<file path="config.mk">
export PLATFORM = sky130hd
export DESIGN_NAME = register_file
export DESIGN_NICKNAME = d
export VERILOG_FILES = /design/src/rtl/register_file.sv
export SDC_FILE = /design/constraint.sdc
export NUM_CORES = 1
export LEC_CHECK = 0
export BUFFER_PORTS_ARGS = -buffer_cell sky130_fd_sc_hd__buf_2
export CAP_MARGIN = 20
export CORE_UTILIZATION = 50
export DETAILED_ROUTE_END_ITERATION = 12
export PLACE_DENSITY_LB_ADDON = 0.25
export REMOVE_ABC_BUFFERS = 1
export SLEW_MARGIN = 20
export SYNTH_ARGS = -nofsm -noshare
export SYNTH_HDL_FRONTEND = slang
export SYNTH_SLANG_ARGS = --single-unit
</file>
<file path="constraint.sdc">
create_clock -name clk -period 2.1 [get_ports clk]
set_input_delay 0.21 -clock clk [delete_from_list [all_inputs] [get_ports clk]]
set_output_delay 0.21 -clock clk [all_outputs]
set_load 0.1 [all_outputs]
</file>
<file path="src/rtl/register_file.sv">
// ---------------------------------------------------------------------------
// register_file
//
// Multi-entry register storage for the LITE-16 datapath. One synchronous
// write port and two independently enabled, registered read ports. A write
// and a read of the same address on the same edge return the new data
// (write-to-read bypass), per port.
//
// Optional feature macro: REGFILE_ZERO_REG_EN
//   defined     -> entry 0 reads as zero, writes to it are dropped and it
//                  never bypasses.
//   not defined -> entry 0 is an ordinary register.
//
// Parameters:
//   WIDTH   data width of each entry
//   DEPTH   number of entries (power of two, >= 2)
//   ADDR_W  derived address width
//
// Ports:
//   clk      rising-edge clock
//   rst_n    asynchronous active-low reset (clears entries and read data)
//   we       write enable
//   waddr    write address
//   wdata    write data
//   re_a     read enable, port A
//   raddr_a  read address, port A
//   rdata_a  registered read data, port A
//   re_b     read enable, port B
//   raddr_b  read address, port B
//   rdata_b  registered read data, port B
// ---------------------------------------------------------------------------
module register_file #(
  parameter int WIDTH  = 16,
  parameter int DEPTH  = 8,
  localparam int ADDR_W = $clog2(DEPTH)
) (
  input  logic              clk,
  input  logic              rst_n,
  input  logic              we,
  input  logic [ADDR_W-1:0] waddr,
  input  logic [WIDTH-1:0]  wdata,
  input  logic              re_a,
  input  logic [ADDR_W-1:0] raddr_a,
  output logic [WIDTH-1:0]  rdata_a,
  input  logic              re_b,
  input  logic [ADDR_W-1:0] raddr_b,
  output logic [WIDTH-1:0]  rdata_b
);

`ifdef REGFILE_ZERO_REG_EN
  localparam bit ZERO_REG = 1'b1;
`else
  localparam bit ZERO_REG = 1'b0;
`endif

  logic [WIDTH-1:0] regs_q [DEPTH];
  logic [WIDTH-1:0] regs_d [DEPTH];
  logic [WIDTH-1:0] rdata_a_q, rdata_a_d;
  logic [WIDTH-1:0] rdata_b_q, rdata_b_d;
  logic             wr_en;

  // A write to entry 0 is treated as no write at all when entry 0 is the
  // zero register, which also removes it from the bypass compare below.
  always_comb begin
    wr_en = we;
    if (ZERO_REG && (waddr == '0)) begin
      wr_en = 1'b0;
    end

    regs_d = regs_q;
    if (wr_en) begin
      regs_d[waddr] = wdata;
    end

    rdata_a_d = rdata_a_q;
    if (re_a) begin
      if (wr_en && (raddr_a == waddr)) begin
        rdata_a_d = wdata;
      end else begin
        rdata_a_d = regs_q[raddr_a];
      end
    end

    rdata_b_d = rdata_b_q;
    if (re_b) begin
      if (wr_en && (raddr_b == waddr)) begin
        rdata_b_d = wdata;
      end else begin
        rdata_b_d = regs_q[raddr_b];
      end
    end
  end

  // Entry 0 is tied to a constant when it is the zero register, so no real
  // state is kept for it.
  always_ff @(posedge clk or negedge rst_n) begin
    if (!rst_n) begin
      for (int i = 0; i < DEPTH; i++) begin
        regs_q[i] <= '0;
      end
      rdata_a_q <= '0;
      rdata_b_q <= '0;
    end else begin
      for (int i = 0; i < DEPTH; i++) begin
        if (ZERO_REG && (i == 0)) begin
          regs_q[i] <= '0;
        end else begin
          regs_q[i] <= regs_d[i];
        end
      end
      rdata_a_q <= rdata_a_d;
      rdata_b_q <= rdata_b_d;
    end
  end

  assign rdata_a = rdata_a_q;
  assign rdata_b = rdata_b_q;

endmodule

</file>
==> metrics <==
status completed; Max stage delay on crit path 0.48 ns; Slew headroom 36.5%; DR vias/cell 6.24; Flop pwr share 40.3%; area of the multi-input gates 3790 sq um; mux contribution to synthesized area 32.5%; post-synthesis xor/xnor area fraction 0.643%; Detail Placement HPWL 14.1 mm; internal power 6950 uW; CTS max path bufs 2; fmax 616 MHz; number of global-route vias before repair 5786; most common cell after layout, fill and taps aside dfrtp_1; Layout area overhead 15.7%; ys flop type dfrtp_1; CP Cell Sequence mux4_2, mux2_2, a221o_1; ANT nets after route 0; Num CTS Buffers 17; pin count of the biggest net entering global routing 60; class of the worst hold path input port to flop; Chip Height 130 um; # IOs 62; Wirelength per Cell 23.9 um; synthesized netlist cell count 594; Seq. cell area 4000 sq um; nets 691; diode count 0; setup TNS 0 ns; Placer Congestion 0.807; Final Max Slew Viols 0; Placed Cells incl. Taps 857; Peak VDD IR 0.639 mV; RSZ-0062 raised after global routing false; commonest cells after routing, fill and taps aside dfrtp_1, mux2_2, buf_2; hold slack 0.0705 ns; synth warn 0; Tcrit/Tclk final 77.3%; first-pass GRT wire length 33.5 mm; P per Cell Area 1110 nW/um^2; FILL cells 1276; global route overflow 0; Clock power frac 31.4%; Hold Vio Cnt, Final 0; drc violations 0; Starting Density 51.3%; Synth Area in Compound Gates 7.24%; Max FO, Critical Path 3; crit end category flop; final WL 21.2 mm; Slowest cell on crit path mux4_2; Setup Skew 0.00809 ns; final setup fails 0; GR Layer Usage met1 36.2%; GR peak layer met2; total setup buffers inserted after CTS 0; fin crit period 1.62 ns; Logic pwr share 28.3%; DIE AREA 16900 sq um; Switching Share 33.8%; share of layout cells above drive strength 1 39.1%; clk sinks 160; max-cap viol count 0; ys async rst share 100%; Worst Max-Slew Pin Slew 0.952 ns; H-tree levels 4; Avg Cell Area, Syn 13.8 sq um; core footprint 15900 sq um; Root Driver clkbuf_16; FP Rows 46; port buffer count 61; Synth Area in Adders 0%; met2 usage 45.5%; Worst EP arrival 1.93 ns; met3 Resource Use GR 5.49%; R2R cell count 3; 1st-iter DRT viols 459; initial antenna violation count 0; WHS Path Cells 2; Finished Layout Cells 888; FF+latch count, synth 160; post-synth cell types 32; switching power 3550 uW; simple-gate share of the synthesized area 5.82%; Mapped Area 8180 sq um; latest clock arrival within the worst-skew pair 0.43 ns; CP startpoint kind flop; Pre-antenna DRT Iters 4; Tot GR Track Use 27.6%; CTS tree done; Seq/Total Area, Yosys 49.0%; EDFF count, synth 0; Clk pin slew, worst setup/hold paths 0.06 ns; Die X 130 um; Leakage 0.00418 uW; Setup CP Type flop to flop; via count 5539; largest family of logic cells by synthesized area multiplexers; Critical Path RT 2.41 ns
## power by group through the flow
| stage | Sequential (uW) | Combinational [uW] | Clock, uW |
|---|---|---|---|
| 6_report | 4230 | 2970 | 3300 |
| 5_1_grt | 4300 | 3150 | 3470 |
| 4_1_cts | 4210 | 2990 | 3340 |
| 3_5_place_dp | 4260 | 2980 | 0 |
| 3_3_place_gp | 4200 | 2900 | 0 |
| 2_1_floorplan | 5130 | 1250 | 0 |
## worst max-delay path, delay by kind of cell, from the launching register on
kind,cells,cell delay [ns]
AO/OA/AOI/OAI,1,0.35
flip-flops,1,0.40
multiplexers,2,0.76
## path summary, 6_finish.rpt
check	from	end	slack (ns)
max in group asynchronous	rst_n	rdata_a[10]$_DFFE_PN0P_	1.07
worst min-delay path	wdata[0]	regs_q[48]$_DFFE_PN0P_	0.07
worst min register to register	regs_q[18]$_DFFE_PN0P_	regs_q[18]$_DFFE_PN0P_	0.50
worst max register to register	regs_q[14]$_DFFE_PN0P_	rdata_a[14]$_DFFE_PN0P_	0.48
min in group asynchronous	rst_n	regs_q[92]$_DFFE_PN0P_	0.32
worst max-delay path	regs_q[14]$_DFFE_PN0P_	rdata_a[14]$_DFFE_PN0P_	0.48
## synthesized netlist by cell type, types with 3 or more instances
| cell type | n | area [sq um] |
|---|---|---|
| a221o_1 | 11 | 110 |
| a221oi_1 | 21 | 184 |
| buf_1 | 4 | 15.0 |
| buf_2 | 15 | 75.1 |
| buf_4 | 6 | 45.0 |
| buf_6 | 4 | 45.0 |
| clkbuf_1 | 17 | 63.8 |
| dfrtp_1 | 160 | 4000 |
| inv_1 | 16 | 60.1 |
| mux2_2 | 83 | 935 |
| mux2i_1 | 21 | 210 |
| mux4_1 | 19 | 499 |
| mux4_2 | 44 | 991 |
| nand2_1 | 59 | 221 |
| nand4b_1 | 3 | 26.3 |
| nor2_1 | 21 | 78.8 |
| nor2b_1 | 9 | 56.3 |
| o21ai_0 | 56 | 280 |
| xnor2_1 | 6 | 52.6 |
## through the flow
step	utilization [%]	power, uW	worst slack [ns]	instance area [sq um]
floorplan	-	6390	0.440	7840
global placement	55.4	7110	0.156	8830
detailed placement	55.4	7230	0.0893	8830
CTS	59.4	10500	0.476	9460
global route	59.4	10900	0.424	9460
finish	59.4	10500	0.477	9460
## sequential cells by signal, indices dropped and copies added (netlist names)
register	cells
regs_q	128
rdata_a	16
rdata_b	16
## kinds of logic after synthesis
kind of cell,after synthesis
AND/OR/NAND/NOR,102
XOR/XNOR,6
flip-flops,160
buffers and inverters,68
AO/OA/AOI/OAI,90
multiplexers,168
## final cells by class
cell class / instances / share of cell area, %
flip-flops and latches: 160 / 42.3
clock inverters: 10 / 1.69
well taps: 216 / 2.86
repair buffers: 100 / 7.47
inverters: 16 / 0.635
multi-input cells: 366 / 40.1
clock buffers: 20 / 4.93
## what timing repair did
action,4_1_cts,5_1_grt
hold buffers,1,0
resized for setup,0,0
endpoints found under the hold margin,54,0
## layer usage
layer	routed length [um]	share of wire, %
met5	0	0
met2	10600	50
met4	495	2.3
met1	8730	41
met3	1370	6.5
No activity file was read; power rests on OpenSTA's default activity.
